**config.mk**
```make
export PLATFORM = sky130hd
export DESIGN_NAME = hazard_stall_controller
export DESIGN_NICKNAME = d
export VERILOG_FILES = /design/src/rtl/hazard_stall_controller.sv
export SDC_FILE = /design/constraint.sdc
export NUM_CORES = 1
export LEC_CHECK = 0
export BUFFER_PORTS_ARGS = -buffer_cell sky130_fd_sc_hd__buf_4
export CAP_MARGIN = 20
export CORE_UTILIZATION = 49
export CTS_CLUSTER_SIZE = 10
export DETAILED_ROUTE_END_ITERATION = 7
export PLACE_DENSITY = 0.78
export SLEW_MARGIN = 20
export SYNTH_ARGS = -nofsm -noshare
export SYNTH_HDL_FRONTEND = slang
export SYNTH_SLANG_ARGS = --single-unit
```
**constraint.sdc**
```tcl
create_clock -name clk -period 5.85 [get_ports clk]
set_input_delay 0.585 -clock clk [delete_from_list [all_inputs] [get_ports clk]]
set_output_delay 0.585 -clock clk [all_outputs]
set_load 0.01 [all_outputs]
```
**src/rtl/hazard_stall_controller.sv**
```systemverilog
// hazard_stall_controller
//
// Stall sequencer for the five-stage pipeline (IF, ID, EXE, MEM, WB).
// It combines two stall sources:
//   * load-use / RAW hazard detection between the ID-stage operands and the
//     EXE/MEM destinations (the rule depends on whether forwarding is enabled);
//   * a memory wait sequencer that freezes the whole pipeline for MEM_LAT-1
//     cycles while a MEM-stage load/store completes, followed by one release
//     cycle in which the access retires.
// A saturating counter records every cycle in which the front end is held.
//
// Ports
//   clk, rst        rising-edge clock, asynchronous active-high reset
//   fwd_en          forwarding enabled (selects the hazard rule)
//   id_src1/2       ID-stage source registers, qualified by id_use_src1 / id_two_src
//   exe_dest        EXE destination, with exe_wb_en and exe_mem_r_en (load)
//   mem_dest        MEM destination, with mem_wb_en
//   mem_acc         MEM-stage instruction is a load or store
//   freeze_front    hold PC and IF/ID
//   freeze_back     hold ID/EXE, EXE/MEM and MEM/WB
//   bubble_id_exe   clear the ID/EXE control bits
//   mem_busy        wait sequencer is in its WAIT state (debug view of the FSM)
//   stall_cnt       saturating count of cycles with freeze_front set
//
// There is no valid/ready handshake in this block: every output is a
// level-sensitive, same-cycle function of the FSM state and the stage inputs.
module hazard_stall_controller #(
    parameter int MEM_LAT = 4,
    parameter int CNT_W   = 16
) (
    input  logic             clk,
    input  logic             rst,
    input  logic             fwd_en,
    input  logic [3:0]       id_src1,
    input  logic [3:0]       id_src2,
    input  logic             id_two_src,
    input  logic             id_use_src1,
    input  logic [3:0]       exe_dest,
    input  logic             exe_wb_en,
    input  logic             exe_mem_r_en,
    input  logic [3:0]       mem_dest,
    input  logic             mem_wb_en,
    input  logic             mem_acc,
    output logic             freeze_front,
    output logic             freeze_back,
    output logic             bubble_id_exe,
    output logic             mem_busy,
    output logic [CNT_W-1:0] stall_cnt
);

    typedef enum logic {
        S_IDLE = 1'b0,
        S_WAIT = 1'b1
    } state_t;

    // The trigger cycle itself is the first frozen cycle, so WAIT only has to
    // cover the remaining MEM_LAT-2 frozen cycles before the release cycle.
    localparam logic [3:0] WLOAD   = 4'(MEM_LAT - 2);
    localparam logic       LAT_GT1 = (MEM_LAT > 1);

    state_t           state_q, state_d;
    logic [3:0]       wcnt_q, wcnt_d;
    logic [CNT_W-1:0] stall_cnt_q, stall_cnt_d;

    logic m1_exe, m2_exe, m1_mem, m2_mem;
    logic haz, mtrig, mem_wait;

    always_comb begin
        m1_exe = id_use_src1 && (id_src1 == exe_dest);
        m2_exe = id_two_src  && (id_src2 == exe_dest);
        m1_mem = id_use_src1 && (id_src1 == mem_dest);
        m2_mem = id_two_src  && (id_src2 == mem_dest);

        // With forwarding only a load in EXE cannot be bypassed in time;
        // without it any pending write in EXE or MEM must drain first.
        if (fwd_en) begin
            haz = exe_mem_r_en && (m1_exe || m2_exe);
        end else begin
            haz = (exe_wb_en && (m1_exe || m2_exe)) ||
                  (mem_wb_en && (m1_mem || m2_mem));
        end

        // mem_acc is only looked at in IDLE, so the release cycle of one
        // access can never retrigger on the same instruction.
        mtrig    = (state_q == S_IDLE) && mem_acc && LAT_GT1;
        mem_wait = mtrig || ((state_q == S_WAIT) && (wcnt_q != 4'd0));

        state_d = state_q;
        wcnt_d  = wcnt_q;
        case (state_q)
            S_IDLE: begin
                if (mtrig) begin
                    state_d = S_WAIT;
                    wcnt_d  = WLOAD;
                end
            end
            S_WAIT: begin
                if (wcnt_q != 4'd0) begin
                    wcnt_d = wcnt_q - 4'd1;
                end else begin
                    state_d = S_IDLE;
                end
            end
            default: begin
                state_d = S_IDLE;
                wcnt_d  = 4'd0;
            end
        endcase

        // Outputs are forced low while reset is held, even though the hazard
        // and trigger terms are otherwise purely combinational on inputs.
        freeze_back   = !rst && mem_wait;
        freeze_front  = !rst && (mem_wait || haz);
        // No bubble while the back end is frozen: the hazard is re-evaluated
        // once the freeze lifts.
        bubble_id_exe = !rst && haz && !mem_wait;
        mem_busy      = !rst && (state_q == S_WAIT);

        stall_cnt_d = stall_cnt_q;
        if (freeze_front && (stall_cnt_q != {CNT_W{1'b1}})) begin
            stall_cnt_d = stall_cnt_q + CNT_W'(1);
        end
    end

    always_ff @(posedge clk or posedge rst) begin
        if (rst) begin
            state_q     <= S_IDLE;
            wcnt_q      <= 4'd0;
            stall_cnt_q <= '0;
        end else begin
            state_q     <= state_d;
            wcnt_q      <= wcnt_d;
            stall_cnt_q <= stall_cnt_d;
        end
    end

    assign stall_cnt = stall_cnt_q;

endmodule

```
# Word level (Yosys, flattened, before mapping)
# Index checks and enable logic that the tools add are counted.
# classes
reduce_logical,24
eq_ne,7
n_mux,7
n_addsub,2
bitwise_logic,1
# op_table
operator,count
16-bit by 1-bit adder with 16-bit output (second input constant),1
4-bit equality test,4
16-bit inequality test (second input constant),1
1-bit logical AND,15
4-bit two-way mux,2
4-bit case mux with 2 select lines,1
1-bit logical OR,5
4-bit nonzero test,1
4-bit by 1-bit subtractor with 4-bit output (second input constant),1
1-bit two-way mux,3
1-bit logical NOT,2
2-bit by 1-bit inequality test with 1-bit output (second input constant),1
2-bit inequality test (second input constant),1
1-bit case mux with 2 select lines,1
2-bit AND reduction,1
1-bit inverter,1
# totals
output_inout_bits,20
regBits,21
input_bits,25

# Logic depth before layout (Yosys ltp)
# depth
ltp_word,9
depth_mapped,9

# Worst setup path after synthesis
# No wires, ideal clock.
# synth_timing
kind,flip-flop to output port
from,reg wcnt_q[0]
to,out freeze_front
path_stages_with_launch,9
t_required_ns,5.265
t_arrival_ns,1.708
path_slack_ns,3.557
cell_sequence,dfrtp_1 > inv_1 > ha_1 > inv_1 > o31ai_4 > o21ai_2 > nor4_4 > buf_6 > nor2_1
# synth_via
elab_chain_cells,5
# synth_lines
element,line_no,rtl
"start, declared",62,"logic [3:0] wcnt_q, wcnt_d;"
"start signal, assigned",132,wcnt_q <= wcnt_d;
4-bit nonzero test,86,mem_wait = mtrig || ((state_q == S_WAIT) && (wcnt_q != 4'd0));
1-bit logical AND,86,
1-bit logical OR,86,
1-bit logical OR,113,freeze_front = !rst && (mem_wait || haz);
1-bit logical AND,113,
"end, declared",44,"output logic freeze_front,"
# Every way passes these cells.

# Worst setup path after layout
# Ends and elaborated chain as after synthesis.

==> metrics <==
layout cells sized above 1=a little under a third; post-synthesis xor/xnor area fraction=around 18%; Critical Path AT=2.52 ns; max incr delay on CP=0.74 ns; Slew HR=a little under half; initial antenna violation count=0; DR iter-0 viols=21; Unique masters post-synth=32; Area after DPL=1700 sq um; cts hold-fix bufs=0; pin count of the biggest net entering global routing=23; VDD IR max=just under 0.3 mV; Max Clock Freq=322 MHz; # clock sinks=21; Hold Vio Cnt, Final=0; min Tclk post-route=between 3 and 4 ns; first-pass GRT wire length=4600 um; CTS tree=built; CP Class=reg2out; max-cap violation count=0; max-slew violations=0; WL per Instance=13.7 um; drt via density=approximately 5.6; post-cts gate resize count=0; Setup-failing EPs final=0; post-synthesis mux area share=between 4 and 5%; DR pass1 iterations=4; PD cells=336 nW/um^2; Tot GR Track Use=21.2%; vias=1,189; CTS Buf Count=3; synth warn=0; final instance area=about 1700 sq um; period utilization=approximately 53%; unrepaired setup endpoints after global routing=false; clk root buf=clkbuf_4; Synth Area in Compound Gates=under 10%; GRT overflow=0; DRC errors left=0; Syn Nets=164; antenna-violating nets left=0; Die Ht=~54 um; Die Area=just under 3000 sq um; final setup TNS=0 ns; ANT cells=0; placed cells=~210; clk buf depth=2; CP Cell Sequence=inv_1, ha_1, inv_1, o31ai_4, o21ai_2, nor4_4, nor2_1, buf_4; CP most frequent cell=inv_1; synthesized flop and latch total=21; Mapped Cells=between 100 and 150; clock transition at the registers of the reported paths=between 0.1 and 0.15 ns; Core Area=around 2500 sq um; Die Wd=between 50 and 60 um; Buffers on Ports=44; Post-Syn Area=approximately 1300 sq um; CP Launch Type=register; # nets final=about 210; simple-gate share of the synthesized area=a little over a quarter; IO Pins=between 40 and 50; clk_lat worst skew=a little under 0.3 ns; status=finished clean; Post-Route WL=just under 3000 um; Min-Delay Path Class=reg2reg; Layout Cells excl Fill=~210; routability cong.=~0.74; DP Wirelength=between 2000 and 2500 um; largest family of logic cells by synthesized area=simple AND/OR/NAND/NOR gates; number of global-route vias before repair=approximately 1,200; clk_skew=roughly 0.0027 ns; Worst EP required=roughly 5.3 ns; Starting Density=between 50% and 60%; Worst Setup End Kind=output port; # Post-CTS Setup Buffers=0; H-tree depth=1; slowest cell on the critical path=nor4_4; sequential-to-total area share from yosys stat=between 30 and 40%; CP Max Fanout=16; Layout area overhead=28.1%; P_leak=between 0.7 and 0.8 nW; Site Rows=18; worst-margin pin slew=0.806 ns; post-synthesis adder-cell area fraction=approximately 2.8%; Syn Area/Cell=~9.9 sq um
[cell usage after synthesis]
| master | count | area [sq um] |
|---|---|---|
| xnor2_1 | 12 | 105 |
| nor3_1 | 7 | 35.0 |
| nor2b_1 | 3 | 18.8 |
| nor4_2 | 2 | 25.0 |
| nand4b_1 | 1 | 8.76 |
| inv_1 | 6 | 22.5 |
| nand4_1 | 6 | 37.5 |
| nor4_4 | 1 | 21.3 |
| o22ai_1 | 1 | 6.26 |
| a21oi_1 | 1 | 5.00 |
| clkbuf_1 | 1 | 3.75 |
| and3b_1 | 2 | 17.5 |
| o21ai_0 | 6 | 30.0 |
| mux2i_1 | 1 | 10.0 |
| dfrtp_1 | 21 | 526 |
| or3_1 | 1 | 6.26 |
| xor2_1 | 16 | 140 |
| and3_1 | 3 | 18.8 |
| and2_1 | 1 | 6.26 |
| ha_1 | 3 | 37.5 |
| nor4_1 | 6 | 37.5 |
| o211ai_1 | 1 | 7.51 |
| nand2_1 | 12 | 45.0 |
| o31ai_4 | 1 | 21.3 |
| buf_6 | 1 | 11.3 |
| mux2_2 | 5 | 56.3 |
| nand3_1 | 5 | 25.0 |
| or4_1 | 1 | 7.51 |
| nand2b_1 | 2 | 12.5 |
| nor2_1 | 5 | 18.8 |
| o21ai_2 | 1 | 8.76 |
| nor4b_2 | 1 | 15.0 |
[final cells by class]
| class | instances | area, sq um |
|---|---|---|
| Clock buffer | 4 | 26.3 |
| Fill cell | 211 | 818 |
| Inverter | 6 | 22.5 |
| Multi-Input combinational cell | 107 | 785 |
| Sequential cell | 21 | 526 |
| Tap cell | 30 | 37.5 |
| Timing Repair Buffer | 44 | 330 |
[path summary, 6_finish.rpt]
path                               startpoint            end  slack, ns  depth (start not counted)
worst max-delay path                wcnt_q[0]   freeze_front       2.74                          8
worst min-delay path            stall_cnt[15]  stall_cnt[15]       0.51                          1
worst max register to register      wcnt_q[0]   stall_cnt[1]       3.32                          8
worst min register to register  stall_cnt[15]  stall_cnt[15]       0.51                          1
max in group asynchronous                 rst   stall_cnt[9]       4.83                          2
min in group asynchronous                 rst        state_q       0.52                          2
[registers in the layout, summed over array words and instances, names as in the netlist]
register,cells
state_q,1
stall_cnt,16
wcnt_q,4
[metrics by stage]
step | utilization, % | hold WS, ns | worst slack (ns) | power (mW)
finish | 67.8 | 0.513 | 2.74 | 0.580
global route | 67.8 | 0.529 | 2.61 | 0.624
CTS | 67.8 | 0.512 | 2.76 | 0.582
detailed placement | 66.8 | 0.490 | 3.11 | 0.514
global placement | 66.8 | 0.476 | 3.20 | 0.500
floorplan | - | 0.473 | 3.56 | 0.415
[worst max-delay path: cells and delay by family, from the launching register on]
kind	cells	cell delay, ns
compound gates	2	0.48
fa+ha+maj	1	0.15
buf+inv	3	0.33
flops	1	0.43
simple gates	2	0.84
[report_power, final]
part / total, mW / internal [mW] / switching [mW]
Sequential: 0.244 / 0.189 / 0.0554
Clock: 0.0683 / 0.0265 / 0.0418
Combinational: 0.268 / 0.132 / 0.137
[per-layer routing]
metal	GRT usage (%)	vias up	share of wire [%]
met3	2.50	2	7.1
met2	39.0	48	48
met1	25.4	561	44
met4	6.41	0	0.48
met5	0	-	0
li1	-	578	-
[cell usage in the layout, fill, tap and decap left out]
cell type,instances
a21oi_1,1
and2_1,1
and3_1,3
and3b_1,2
buf_4,44
clkbuf_1,1
clkbuf_4,3
dfrtp_1,21
ha_1,3
inv_1,6
mux2_2,5
mux2i_1,1
nand2_1,12
nand2b_1,2
nand3_1,5
nand4_1,6
nand4b_1,1
nor2_1,5
nor2b_1,3
nor3_1,7
nor4_1,6
nor4_2,2
nor4_4,1
nor4b_2,1
o211ai_1,1
o21ai_0,6
o21ai_2,1
o22ai_1,1
o31ai_4,1
or3_1,1
or4_1,1
xnor2_1,12
xor2_1,16
[logic make-up after synthesis]
family | count (synthesis)
AOI/OAI and AO/OA | 11
DFF | 21
and+or+nand+nor | 59
adders and majority gates | 3
muxes | 6
buffers and inverters | 8
xor gates and xnor gates | 28
No activity file was read; power rests on OpenSTA's default activity.
